File: config.mk
export PLATFORM = sky130hd
export DESIGN_NAME = dff_pipe
export DESIGN_NICKNAME = d
export VERILOG_FILES = /design/src/rtl/dff_pipe_pkg.sv /design/src/rtl/dff_pipe_stage.sv /design/src/rtl/dff_pipe.sv
export SDC_FILE = /design/constraint.sdc
export NUM_CORES = 1
export LEC_CHECK = 0
export ABC_AREA = 1
export CAP_MARGIN = 5
export CORE_MARGIN = 2
export CORE_UTILIZATION = 34
export CTS_BUF_LIST = sky130_fd_sc_hd__clkbuf_16
export DETAILED_ROUTE_END_ITERATION = 8
export DONT_BUFFER_PORTS = 1
export PLACE_DENSITY = 0.6
export SLEW_MARGIN = 20
export SYNTH_ARGS = -nofsm -noshare
export SYNTH_HDL_FRONTEND = slang
export SYNTH_HIERARCHICAL = 1
export SYNTH_SLANG_ARGS = --single-unit
File: constraint.sdc
create_clock -name clk -period 3.6 [get_ports clk]
set_input_delay 0.72 -clock clk [delete_from_list [all_inputs] [get_ports clk]]
set_output_delay 0.72 -clock clk [all_outputs]
set_load 0.02 [all_outputs]
File: src/rtl/dff_pipe_pkg.sv
// rtl/dff_pipe_pkg.sv - shared helpers for the dff_pipe register pipeline
package dff_pipe_pkg;

  localparam int PARITY_MAX_WIDTH = 64;

  // Width of a counter that must represent 0..depth inclusive.
  function automatic int count_width(input int depth);
    return $clog2(depth + 1);
  endfunction

  // Even parity: the returned bit makes the total number of ones even.
  function automatic logic even_parity(input logic [PARITY_MAX_WIDTH-1:0] data);
    return ^data;
  endfunction

endpackage

File: src/rtl/dff_pipe_stage.sv
// rtl/dff_pipe_stage.sv - one data/valid slice of dff_pipe with load enable
// Optional parity storage: DFF_PIPE_PARITY_EN
module dff_pipe_stage
  import dff_pipe_pkg::*;
#(
  parameter int               WIDTH     = 8,
  parameter logic [WIDTH-1:0] RESET_VAL = '0
) (
  input  logic             clk,
  input  logic             reset,
  input  logic             clear,
  input  logic             load,
  input  logic [WIDTH-1:0] d_data,
  input  logic             d_valid,
  input  logic             d_par,
  output logic [WIDTH-1:0] q_data,
  output logic             q_valid,
  output logic             q_par
);

  logic [WIDTH-1:0] data_q;
  logic             valid_q;

  // A clear drops the entry but leaves the data register untouched.
  always_ff @(posedge clk) begin
    if (reset) begin
      data_q  <= RESET_VAL;
      valid_q <= 1'b0;
    end else if (clear) begin
      valid_q <= 1'b0;
    end else if (load) begin
      data_q  <= d_data;
      valid_q <= d_valid;
    end
  end

  assign q_data  = data_q;
  assign q_valid = valid_q;

`ifdef DFF_PIPE_PARITY_EN
  logic par_q;

  always_ff @(posedge clk) begin
    if (reset) begin
      par_q <= even_parity(PARITY_MAX_WIDTH'(RESET_VAL));
    end else if (!clear && load) begin
      par_q <= d_par;
    end
  end

  assign q_par = par_q;
`else
  logic unused_d_par;
  assign unused_d_par = d_par;
  assign q_par        = 1'b0;
`endif

endmodule

File: src/rtl/dff_pipe.sv
// rtl/dff_pipe.sv - DEPTH-stage valid/ready register pipeline with bubble collapsing
// Optional per-stage parity and sticky par_err: DFF_PIPE_PARITY_EN
module dff_pipe
  import dff_pipe_pkg::*;
#(
  parameter int               WIDTH     = 8,
  parameter int               DEPTH     = 4,
  parameter logic [WIDTH-1:0] RESET_VAL = '0
) (
  input  logic                           clk,
  input  logic                           reset,
  input  logic                           in_valid,
  output logic                           in_ready,
  input  logic [WIDTH-1:0]               in_data,
  output logic                           out_valid,
  input  logic                           out_ready,
  output logic [WIDTH-1:0]               out_data,
  input  logic                           flush,
  output logic [count_width(DEPTH)-1:0]  count,
  output logic                           par_err
);

  localparam int CW = count_width(DEPTH);

  logic [WIDTH-1:0] data_q     [DEPTH];
  logic [WIDTH-1:0] stage_data [DEPTH];
  logic [DEPTH-1:0] valid_q;
  logic [DEPTH-1:0] par_q;
  logic [DEPTH-1:0] stage_valid;
  logic [DEPTH-1:0] stage_par;
  logic [DEPTH-1:0] stage_free;
  logic             in_hs;
  logic             out_hs;

  // A stage is free when empty or when everything downstream of it can move.
  always_comb begin
    stage_free            = '0;
    stage_free[DEPTH-1]   = !valid_q[DEPTH-1] || out_ready;
    for (int i = DEPTH - 2; i >= 0; i--) begin
      stage_free[i] = !valid_q[i] || stage_free[i+1];
    end
  end

  assign in_ready = stage_free[0];
  assign in_hs    = in_valid && in_ready;
  assign out_hs   = out_valid && out_ready;

  generate
    for (genvar g = 0; g < DEPTH; g++) begin : g_stage
      if (g == 0) begin : g_head
        assign stage_data[g]  = in_data;
        assign stage_valid[g] = in_hs;
        assign stage_par[g]   = even_parity(PARITY_MAX_WIDTH'(in_data));
      end else begin : g_body
        assign stage_data[g]  = data_q[g-1];
        assign stage_valid[g] = valid_q[g-1];
        assign stage_par[g]   = par_q[g-1];
      end

      dff_pipe_stage #(
        .WIDTH     (WIDTH),
        .RESET_VAL (RESET_VAL)
      ) u_stage (
        .clk     (clk),
        .reset   (reset),
        .clear   (flush),
        .load    (stage_free[g]),
        .d_data  (stage_data[g]),
        .d_valid (stage_valid[g]),
        .d_par   (stage_par[g]),
        .q_data  (data_q[g]),
        .q_valid (valid_q[g]),
        .q_par   (par_q[g])
      );
    end
  endgenerate

  assign out_valid = valid_q[DEPTH-1];
  assign out_data  = data_q[DEPTH-1];

  always_ff @(posedge clk) begin
    if (reset || flush) begin
      count <= '0;
    end else begin
      case ({in_hs, out_hs})
        2'b10:   count <= count + CW'(1);
        2'b01:   count <= count - CW'(1);
        default: count <= count;
      endcase
    end
  end

`ifdef DFF_PIPE_PARITY_EN
  always_ff @(posedge clk) begin
    if (reset) begin
      par_err <= 1'b0;
    end else if (out_valid && (par_q[DEPTH-1] != even_parity(PARITY_MAX_WIDTH'(out_data)))) begin
      par_err <= 1'b1;
    end
  end
`else
  logic unused_last_par;
  assign unused_last_par = par_q[DEPTH-1];
  assign par_err         = 1'b0;
`endif

endmodule

== Yosys cells after proc, flatten, opt, wreduce, memory -nomap -nowiden ==
Cells that the tools add are included.

* Register bits after elaboration: 39
* Output and inout port bits: 14

* Add/sub/neg operators: 2
* Equality and inequality tests: 2
* Multiplexer cells: 1
* Bitwise gates (word level): 1
* Reduce and logical (&&, ||, !) cells: 17

{| class="wikitable"
|+ Operator list
! operator !! count
|-
| $reduce_and 2->1 || 4
|-
| $pmux 3 s2 || 1
|-
| $logic_or 1x1->1 || 5
|-
| $logic_not 1->1 || 4
|-
| $add 3x1->3 const B || 1
|-
| $sub 3x1->3 const B || 1
|-
| $eq 2x1->1 const B || 1
|-
| $eq 2x2->1 const B || 1
|-
| $logic_and 1x1->1 || 2
|-
| $reduce_bool 2->1 || 1
|-
| $reduce_or 2->1 || 1
|-
| $not 1->1 || 1
|}

== Longest topological paths before layout ==
Gate-level depths: netlist of run 1.

* Word-level depth: 8
* Mapped depth: 14

== By module ==
The synthesis of run 1 kept the hierarchy.

{| class="wikitable"
|+ Modules (own cells, without submodules)
! module !! times used !! cells an instance !! area each (um^2)
|-
| dff_pipe_stage || 4 || 60 || 401.6
|-
| dff_pipe || 1 || 83 || 412.9
|}

== Worst setup path before layout of run 1 ==
OpenSTA, ideal clock, no wires.

* Path kind: in2reg
* From: input port out_ready
* To: register count[2]
* Setup time: 0.110 ns
* Arrival time: 2.076 ns
* Setup slack: 1.414 ns
* Stages on the path: 14
* Path buffers: 0
* Cell sequence: inv_1 nand2_2 inv_2 nand4_2 nand2_2 ha_1 inv_1 fa_1 inv_1 nand2_1 nand3_1 nand2_1 inv_1 nor2_1

* Longest elaborated chain between the ends: 7
* Elaborated cells between the ends (all ways): 10
* Those cells by class: eq/ne: 2; mux: 1; reduce/logical: 7

{| class="wikitable"
|+ RTL lines
! item !! RTL line !! source
|-
| start: declaration || dff_pipe.sv:16 || <nowiki>input logic out_ready,</nowiki>
|-
| $logic_or 1x1->1 (*) || dff_pipe.sv:38 || <nowiki>stage_free[DEPTH-1] = !valid_q[DEPTH-1] || out_ready;</nowiki>
|-
| via stage_free[3] || dff_pipe.sv:31 || <nowiki>logic [DEPTH-1:0] stage_free;</nowiki>
|-
| $logic_or 1x1->1 (*) (3 in a row) || dff_pipe.sv:40 || <nowiki>stage_free[i] = !valid_q[i] || stage_free[i+1];</nowiki>
|-
| via in_ready || dff_pipe.sv:13 || <nowiki>output logic in_ready,</nowiki>
|-
| $logic_and 1x1->1 (*) || dff_pipe.sv:45 || <nowiki>assign in_hs = in_valid && in_ready;</nowiki>
|-
| $eq 2x1->1 / $eq 2x2->1 (equally long branches) || dff_pipe.sv:85 || <nowiki>case ({in_hs, out_hs})</nowiki>
|-
| $pmux 3 s2 / $reduce_bool 2->1 (equally long branches) || - ||
|-
| end signal: assignment || dff_pipe.sv:86 || <nowiki>2'b10: count <= count + CW'(1);</nowiki>
|-
| end signal: assignment || dff_pipe.sv:87 || <nowiki>2'b01: count <= count - CW'(1);</nowiki>
|-
| end signal: assignment || dff_pipe.sv:88 || <nowiki>default: count <= count;</nowiki>
|-
| end: declaration || dff_pipe.sv:19 || <nowiki>output logic [count_width(DEPTH)-1:0] count,</nowiki>
|}

The timed path passes the listed nets; every way through them passes the cells marked *.
A chain may end at the register's enable or synchronous reset.

== Final worst setup path of run 1 ==
* From: register g_stage[3].u_stage.valid_q
* To: register count[2]

* Longest elaborated chain between the ends: 8
* Elaborated cells between the ends (all ways): 11
* Those cells by class: eq/ne: 2; mux: 1; reduce/logical: 8

{| class="wikitable"
|+ RTL lines
! item !! RTL line !! source
|-
| start: declaration || dff_pipe_stage.sv:22 || <nowiki>logic valid_q;</nowiki>
|-
| start signal: assignment || dff_pipe_stage.sv:33 || <nowiki>valid_q <= d_valid;</nowiki>
|-
| $logic_not 1->1 (*) || dff_pipe.sv:38 ||
|-
| $logic_or 1x1->1 (*) || dff_pipe.sv:38 ||
|-
| via stage_free[3] || dff_pipe.sv:31 ||
|-
| $logic_or 1x1->1 (*) (3 in a row) || dff_pipe.sv:40 ||
|-
| via in_ready || dff_pipe.sv:13 ||
|-
| $logic_and 1x1->1 (*) || dff_pipe.sv:45 ||
|-
| $eq 2x1->1 / $eq 2x2->1 (equally long branches) || dff_pipe.sv:85 ||
|-
| $pmux 3 s2 / $reduce_bool 2->1 (equally long branches) || - ||
|}

Marked as above.

==> results.yml, run 1 <==
sta:
  maxSlewViolCount: 0
  rsz0062_at_grt: "no"
  finalWorstSetupSlack_ps: 1168
  setup_tns_ps: 0
  holdWs_ps: 478.0
  final.min_clock_period_ps: 2432
  setup_viol: 0
  finalClockSkew_ps: 3.332
  fmax_ghz: 0.4112
  finalCritPeriodShare_pct: 67.55
  final_hold_viol_count: 0
drt:
  dr.pass1.iters: 4
  via_per_inst: 4.112
  antenna_left: 0
  drc: 0
  drt_iter0_drc: 45
  post_drt_wl_per_cell_um: 8.714
  routed_wl_um: 2954
  vias: 1394
clock_network:
  numCtsBuffers: 5
  h-tree-depth: 2
  clockRootBuffer: "clkbuf_16"
  clkSinkCount: 39
  post-cts-setup-buffers: 0
  cts_buffer_depth: 2
  cts_hold_buf: 0
  cts_tree: "built"
  clk_latency_ps: 280
  ctsResizeCount: 0
  cts.clk_slew.worst_paths_ps: 50
placed_design:
  place_ws_ps: 957.1
  numPortBuffers: 0
  hpwl_um: 2252
  gp_congestion: 0.7208
synth:
  synth_cells: 268
  syn_area_mm2: 0.001798
  syn_area_per_cell_um2: 6.709
  syn_nets: 283
  yosys_warnings: 6
global_routing:
  grtUsageMet1_pct: 14.56
  antenna_found_initial: 0
  grt_first_pass_wirelength_um: 5671
  overflow: 0
  top_usage_layer: "met2"
  grt_use_total_pct: 11.90
  grt_pass1_vias: 1325
  globalRouteMet3Util_pct: 4.588
  grt_max_degree: 13
  use_met2_pct: 18.68
floorplan:
  ios: 27
  start_util_pct: 35.20
  die-width_um: 76.72
  die_area_mm2: 0.005886
  core.rowCount: 26
  chipHeight_um: 76.72
  core_mm2: 0.005107
worst_setup_path:
  max_stage_delay_ps: 490
  worstPathArrival_ps: 2610
  start_kind: "register"
  critical_path.top_delay_family: "simple AND/OR/NAND/NOR gates"
  worstPathBufferInverterCount: 4
  cp-end-kind: "register"
  path_common_cell: "inv_1"
  path_class: "register to register"
  crit_chain: "nand2_2 > inv_2 > nand4_2 > nand2_2 > ha_1 > inv_1 > fa_1 > inv_1 > nand2_1 > nand3_1 > nand2_1 > inv_1 > nor2_1"
  cp_max_fo: 12
  cp_slowest_cell: "dfxtp_1"
  required_ps: 3780
finish:
  multi_input_area_um2: 758.2
  final_common_cell: "nor2_1"
  nets: 285
  drive_gt1_share_pct: 7.807
  antenna_cells: 0
  final_cell_mix: "nor2_1 (66), nand2_1 (50), inv_1 (43)"
  fill_cells: 578
  regArea_um2: 780.7
  synthToLayoutAreaGrowth_pct: 9.116
power:
  power_density_mw_per_mm2: 484.5
  report.power.total_uw: 950.5
  leakagePower_uw: 0.0009927
  peakVddDrop_uv: 195.5
min_path:
  hold_class: "register to register"
run_status:
  status: "complete, no violations"
flow_run:
  cap_violations: 0
==> metal layers <==
layer	share of wire, %	up-vias
met5	0	-
met4	1.8	0
met3	5.0	7
met2	41	25
met1	52	566
li1	-	796
==> report_power, final <==
part / internal [uW] / switching (uW)
combinational: 30.5 / 47.3
clock: 246 / 148
sequential: 458 / 21.0
total: 734 / 217
==> sequential cells by signal, summed over array words and instances, names as in the netlist <==
| register | cells |
|---|---|
| g_stage.u_stage/q_valid | 4 |
| g_stage.u_stage/q_data | 32 |
| count | 3 |
==> stage by stage <==
step,utilization [%],instances,cell area (um2)
after global routing,38.41,339,1962
after global placement,35.89,333,1833
after floorplan,-,268,1798
after detailed placement,35.89,333,1833
after CTS,38.41,339,1962
final,38.41,339,1962
==> final cells by class <==
| class | instances | area share, % |
|---|---|---|
| sequential | 39 | 39.80 |
| tap | 70 | 4.464 |
| clock inverter | 1 | 0.1913 |
| clock buffer | 5 | 6.378 |
| multi-input combinational | 169 | 38.65 |
| inverter | 55 | 10.52 |
==> final timing paths <==
| check | slack (ps) | start | depth (start not counted) | end |
|---|---|---|---|---|
| worst max register to register | 1170 | g_stage[3].u_stage/q_valid | 13 | count[2] |
| worst max-delay path | 1170 | g_stage[3].u_stage/q_valid | 13 | count[2] |
| worst min-delay path | 480 | g_stage[1].u_stage/q_data[2] | 2 | g_stage[1].u_stage/q_data[2] |
| worst min register to register | 480 | g_stage[1].u_stage/q_data[2] | 2 | g_stage[1].u_stage/q_data[2] |
==> tightest hold or removal path: stages (launching register included) <==
cell	delay (ps)
dfxtp_1	320
nor2_1	40
nor2_1	80
Power figures use the tool's default switching activity.
==> run 2, diff against run 1 <==
==> constraint.sdc (replaced) <==
create_clock -name clk -period 2.35 [get_ports clk]
set_input_delay 0.47 -clock clk [delete_from_list [all_inputs] [get_ports clk]]
set_output_delay 0.47 -clock clk [all_outputs]
set_load 0.02 [all_outputs]
==> run 2 against run 1 <==
  * Routed wire length up 2.4%
  * First-iteration DRC count is 13% higher
  * Clock power rose by 120%
  * Flip-flop and latch count did not move
  * Combinational power grew 54%
  * Final cell count is 1.2% higher
  * Critical path type unchanged
  * Highest routed layer unchanged
==> results.yml, run 2 (synthesized netlist as in run 1, its figures left out) <==
global_routing:
  grt_first_pass_wirelength_um: 5623
  grt_max_degree: 13
  grt_pass1_vias: 1292
  overflow: 0
  grt_use_total_pct: 11.89
  antenna_found_initial: 0
sta:
  setup_viol: 0
  rsz0062_at_grt: "no"
  fmax_ghz: 0.5481
  setup_tns_ps: 0
  finalClockSkew_ps: 2.319
  final_hold_viol_count: 0
  finalCritPeriodShare_pct: 77.64
  final.min_clock_period_ps: 1825
  holdWs_ps: 385.0
  maxSlewViolCount: 0
floorplan:
  die_area_mm2: 0.005886
  ios: 27
  core_mm2: 0.005107
  chipHeight_um: 76.72
  start_util_pct: 35.20
  core.rowCount: 26
  die-width_um: 76.72
clock_network:
  h-tree-depth: 2
  clockRootBuffer: "clkbuf_16"
  cts_hold_buf: 0
  clk_latency_ps: 280
  cts.clk_slew.worst_paths_ps: 50
  clkSinkCount: 39
  post-cts-setup-buffers: 0
  cts_tree: "built"
  ctsResizeCount: 0
  cts_buffer_depth: 2
  numCtsBuffers: 5
placed_design:
  placed_area_mm2: 0.001848
  gp_congestion: 0.6864
  numPortBuffers: 0
  dp_cells: 335
  hpwl_um: 2292
min_path:
  worstHoldPathCells: 3
  worstHoldStart: "flush"
  hold_class: "input port to register"
  hold_end: "g_stage[3].u_stage/q_valid"
drt:
  dr.pass1.iters: 4
  via_per_inst: 4.155
  routed_wl_um: 3024
  drc: 0
  drt_iter0_drc: 51
  vias: 1425
  post_drt_wl_per_cell_um: 8.816
  antenna_left: 0
worst_setup_path:
  path_class: "register to register"
  reg2reg_to: "count[2]"
  worstPathArrival_ps: 2040
  required_ps: 2560
  cp_max_fo: 11
  start_kind: "register"
  r2r_slack_ps: 530
  reg2reg_from: "g_stage[3].u_stage/q_valid"
  rr_worst_depth: 12
  cp-end-kind: "register"
finish:
  final_cell_mix: "nor2_1 (66), nand2_1 (50), inv_1 (43)"
  final_common_cell: "nor2_1"
  nets: 287
  fin_cells: 343
  regArea_um2: 780.7
  final_area_mm2: 0.002037
  largest_reg_flops: 32
  synthToLayoutAreaGrowth_pct: 13.29
  antenna_cells: 0
  drive_gt1_share_pct: 9.158
  multi_input_area_um2: 758.2
  fill_cells: 562
run_status:
  status: "complete, no violations"
power:
  power_density_mw_per_mm2: 836.2
  peakVddDrop_uv: 369.4
  leakagePower_uw: 0.001031
flow_run:
  cap_violations: 0
[run 2: changes by cell type in the layout (fill, tap and decap cells not counted), sizes merged]
cell,change
bufinv,+2
buf,+2
[run 2: cell type report]
cell class                 instances  area share (%)
timing repair buffer               2          0.7371
clock buffer                       5           6.143
clock inverter                     3           3.133
multi-input combinational        169           37.22
tap                               70           4.300
inverter                          55           10.14
sequential                        39           38.33
[run 2: power by group]
part,switching [uW],internal (uW)
clock network,246,604
logic,73.7,46.7
registers,32.5,701
total,353,1350
[run 2: worst max-delay path by stage]
stage / startpoint / endpoint / slack (ps) / cells past startpoint
after global placement: out_ready / count[2] / 430 / 14
after detailed placement: out_ready / count[2] / 360 / 13
final: g_stage[3].u_stage/q_valid / count[2] / 530 / 12
after floorplan: out_ready / count[2] / 410 / 14
after CTS: g_stage[3].u_stage/q_valid / count[2] / 500 / 12
after global routing: g_stage[3].u_stage/q_valid / count[2] / 330 / 12
[run 2: critical path, stage by stage, from the launching register on]
cell and delay, ps:
dfxtp_1 360, nand2_2 150, inv_2 120, nand4_2 90
nand2_2 90, ha_1 160, inv_1 60, fa_1 370
nand2_1 100, nand3_1 70, nand2_1 60, inv_1 30
nor2_1 90
[run 2: layer usage]
layer  routed length [um]  share of wire [%]  global-route usage [%]  vias up
li1                     -                  -                       -      805
met1                 1427                 47                   13.79      582
met2                 1368                 45                   19.21       32
met3                  169                5.6                   4.706        6
met4                   58                1.9                   5.455        0
met5                    0                  0                       0        -
[run 2: metrics by stage]
stage | util [%] | setup WS (ps) | total power, uW
after global placement | 36.18 | 429.5 | 866.3
after global routing | 39.88 | 330.2 | 1795
after detailed placement | 36.18 | 358.6 | 869.0
final | 39.88 | 525.4 | 1703
after CTS | 39.88 | 501.0 | 1729
after floorplan | - | 414.1 | 848.1
==> run 3, diff against run 2 <==
==> constraint.sdc (replaced) <==
create_clock -name clk -period 1.86 [get_ports clk]
set_input_delay 0.372 -clock clk [delete_from_list [all_inputs] [get_ports clk]]
set_output_delay 0.372 -clock clk [all_outputs]
set_load 0.02 [all_outputs]
==> run 3 against run 2 <==
  * Critical path depth is 2 lower
  * Final area decreased by 2.3%
  * Sequential share of layout area grew 0.95 points
  * Final cell count is the same
  * Sequential power up 26%
  * Critical path type unchanged
  * Critical endpoint unchanged
  * Largest power group is now sequential cells
==> results.yml, run 3 (synthesized netlist as in run 1, its figures left out) <==
worst_setup_path:
  worstPathArrival_ps: 1870
  rr_worst_depth: 10
  cp_max_fo: 5
  start_kind: "register"
  cp-end-kind: "register"
  required_ps: 2080
  path_class: "register to register"
placed_design:
  numPortBuffers: 0
  dp_cells: 336
  placed_area_mm2: 0.001857
  gp_congestion: 0.7460
  hpwl_um: 2234
min_path:
  hold_class: "input port to register"
  worstHoldPathCells: 3
power:
  report.power.total_uw: 1850
  peakVddDrop_uv: 408.3
  power_density_mw_per_mm2: 929.3
  leakagePower_uw: 0.001007
run_status:
  status: "complete, no violations"
floorplan:
  chipHeight_um: 76.72
  start_util_pct: 35.20
  core_mm2: 0.005107
  core.rowCount: 26
  die_area_mm2: 0.005886
  ios: 27
  die-width_um: 76.72
finish:
  final_area_mm2: 0.001991
  final_cell_mix: "nor2_1 (66), nand2_1 (50), inv_1 (42)"
  synthToLayoutAreaGrowth_pct: 10.72
  drive_gt1_share_pct: 9.524
  nets: 288
  fin_cells: 343
  antenna_cells: 0
  largest_reg_flops: 32
  final_common_cell: "nor2_1"
clock_network:
  post-cts-setup-buffers: 0
  clk_latency_ps: 280
  cts_hold_buf: 0
  cts_buffer_depth: 2
  clkSinkCount: 39
  numCtsBuffers: 5
  cts.clk_slew.worst_paths_ps: 50
  ctsResizeCount: 0
  clockRootBuffer: "clkbuf_16"
  cts_tree: "built"
  h-tree-depth: 2
sta:
  setup_tns_ps: 0
  rsz0062_at_grt: "no"
  fmax_ghz: 0.6043
  final.min_clock_period_ps: 1655
  final_hold_viol_count: 0
  finalClockSkew_ps: 4.186
  maxSlewViolCount: 0
  setup_viol: 0
  finalCritPeriodShare_pct: 88.97
drt:
  antenna_left: 0
  via_per_inst: 4.093
  post_drt_wl_per_cell_um: 8.516
  drc: 0
  vias: 1404
  drt_iter0_drc: 42
  routed_wl_um: 2921
  dr.pass1.iters: 4
flow_run:
  cap_violations: 0
global_routing:
  grt_max_degree: 12
  grt_pass1_vias: 1258
  grt_first_pass_wirelength_um: 5492
  overflow: 0
  grt_use_total_pct: 11.60
  antenna_found_initial: 0
## run 3: power breakdown
group	total, uW	internal [uW]	switching [uW]
Clock	773	481	292
Sequential	926	885	40.8
Combinational	151	59.1	91.7
## run 3: per-stage QoR
stage                     hold slack [ps]  setup slack (ps)  util (%)
after CTS                           272.6             192.3     38.98
after floorplan                     455.0             28.02         -
after global routing                295.0             42.61     38.98
final                               275.1             205.2     38.98
after global placement              463.6             165.1     36.35
after detailed placement            471.2             108.5     36.35
## run 3: layout make-up
type                    instances  area, um2
fillers                       570       3117
flip-flops and latches         39      782.0
multi-input cells             169      758.2
inverters                      55      206.4
clock buffers                   5      125.1
well taps                      70      87.58
repair buffers                  3      22.52
clock inverters                 2      8.758
## run 3: path summary, 6_finish.rpt
check,startpoint,end,slack (ps)
worst max register to register,g_stage[2].u_stage/q_valid,count[2],210
worst min-delay path,reset,count[2],280
worst max-delay path,g_stage[2].u_stage/q_valid,count[2],210
worst min register to register,g_stage[2].u_stage/q_data[0],g_stage[2].u_stage/q_data[0],480
## run 3: critical path, cell delays in order, from the launching register on
cell     delay (ps)
dfxtp_1         410
nand4_2         140
nand2_2          90
ha_1            160
inv_1            60
fa_1            380
nand2_1         100
nand3_1          80
nand2_1          60
inv_1            30
nor2_1           80
## run 3: per-layer routing
| metal | global-route usage, % | part of all wire [%] |
|---|---|---|
| met1 | 14.13 | 51 |
| met2 | 17.81 | 43 |
| met3 | 5.059 | 4.2 |
| met4 | 4.909 | 1.0 |
| met5 | 0 | 0 |
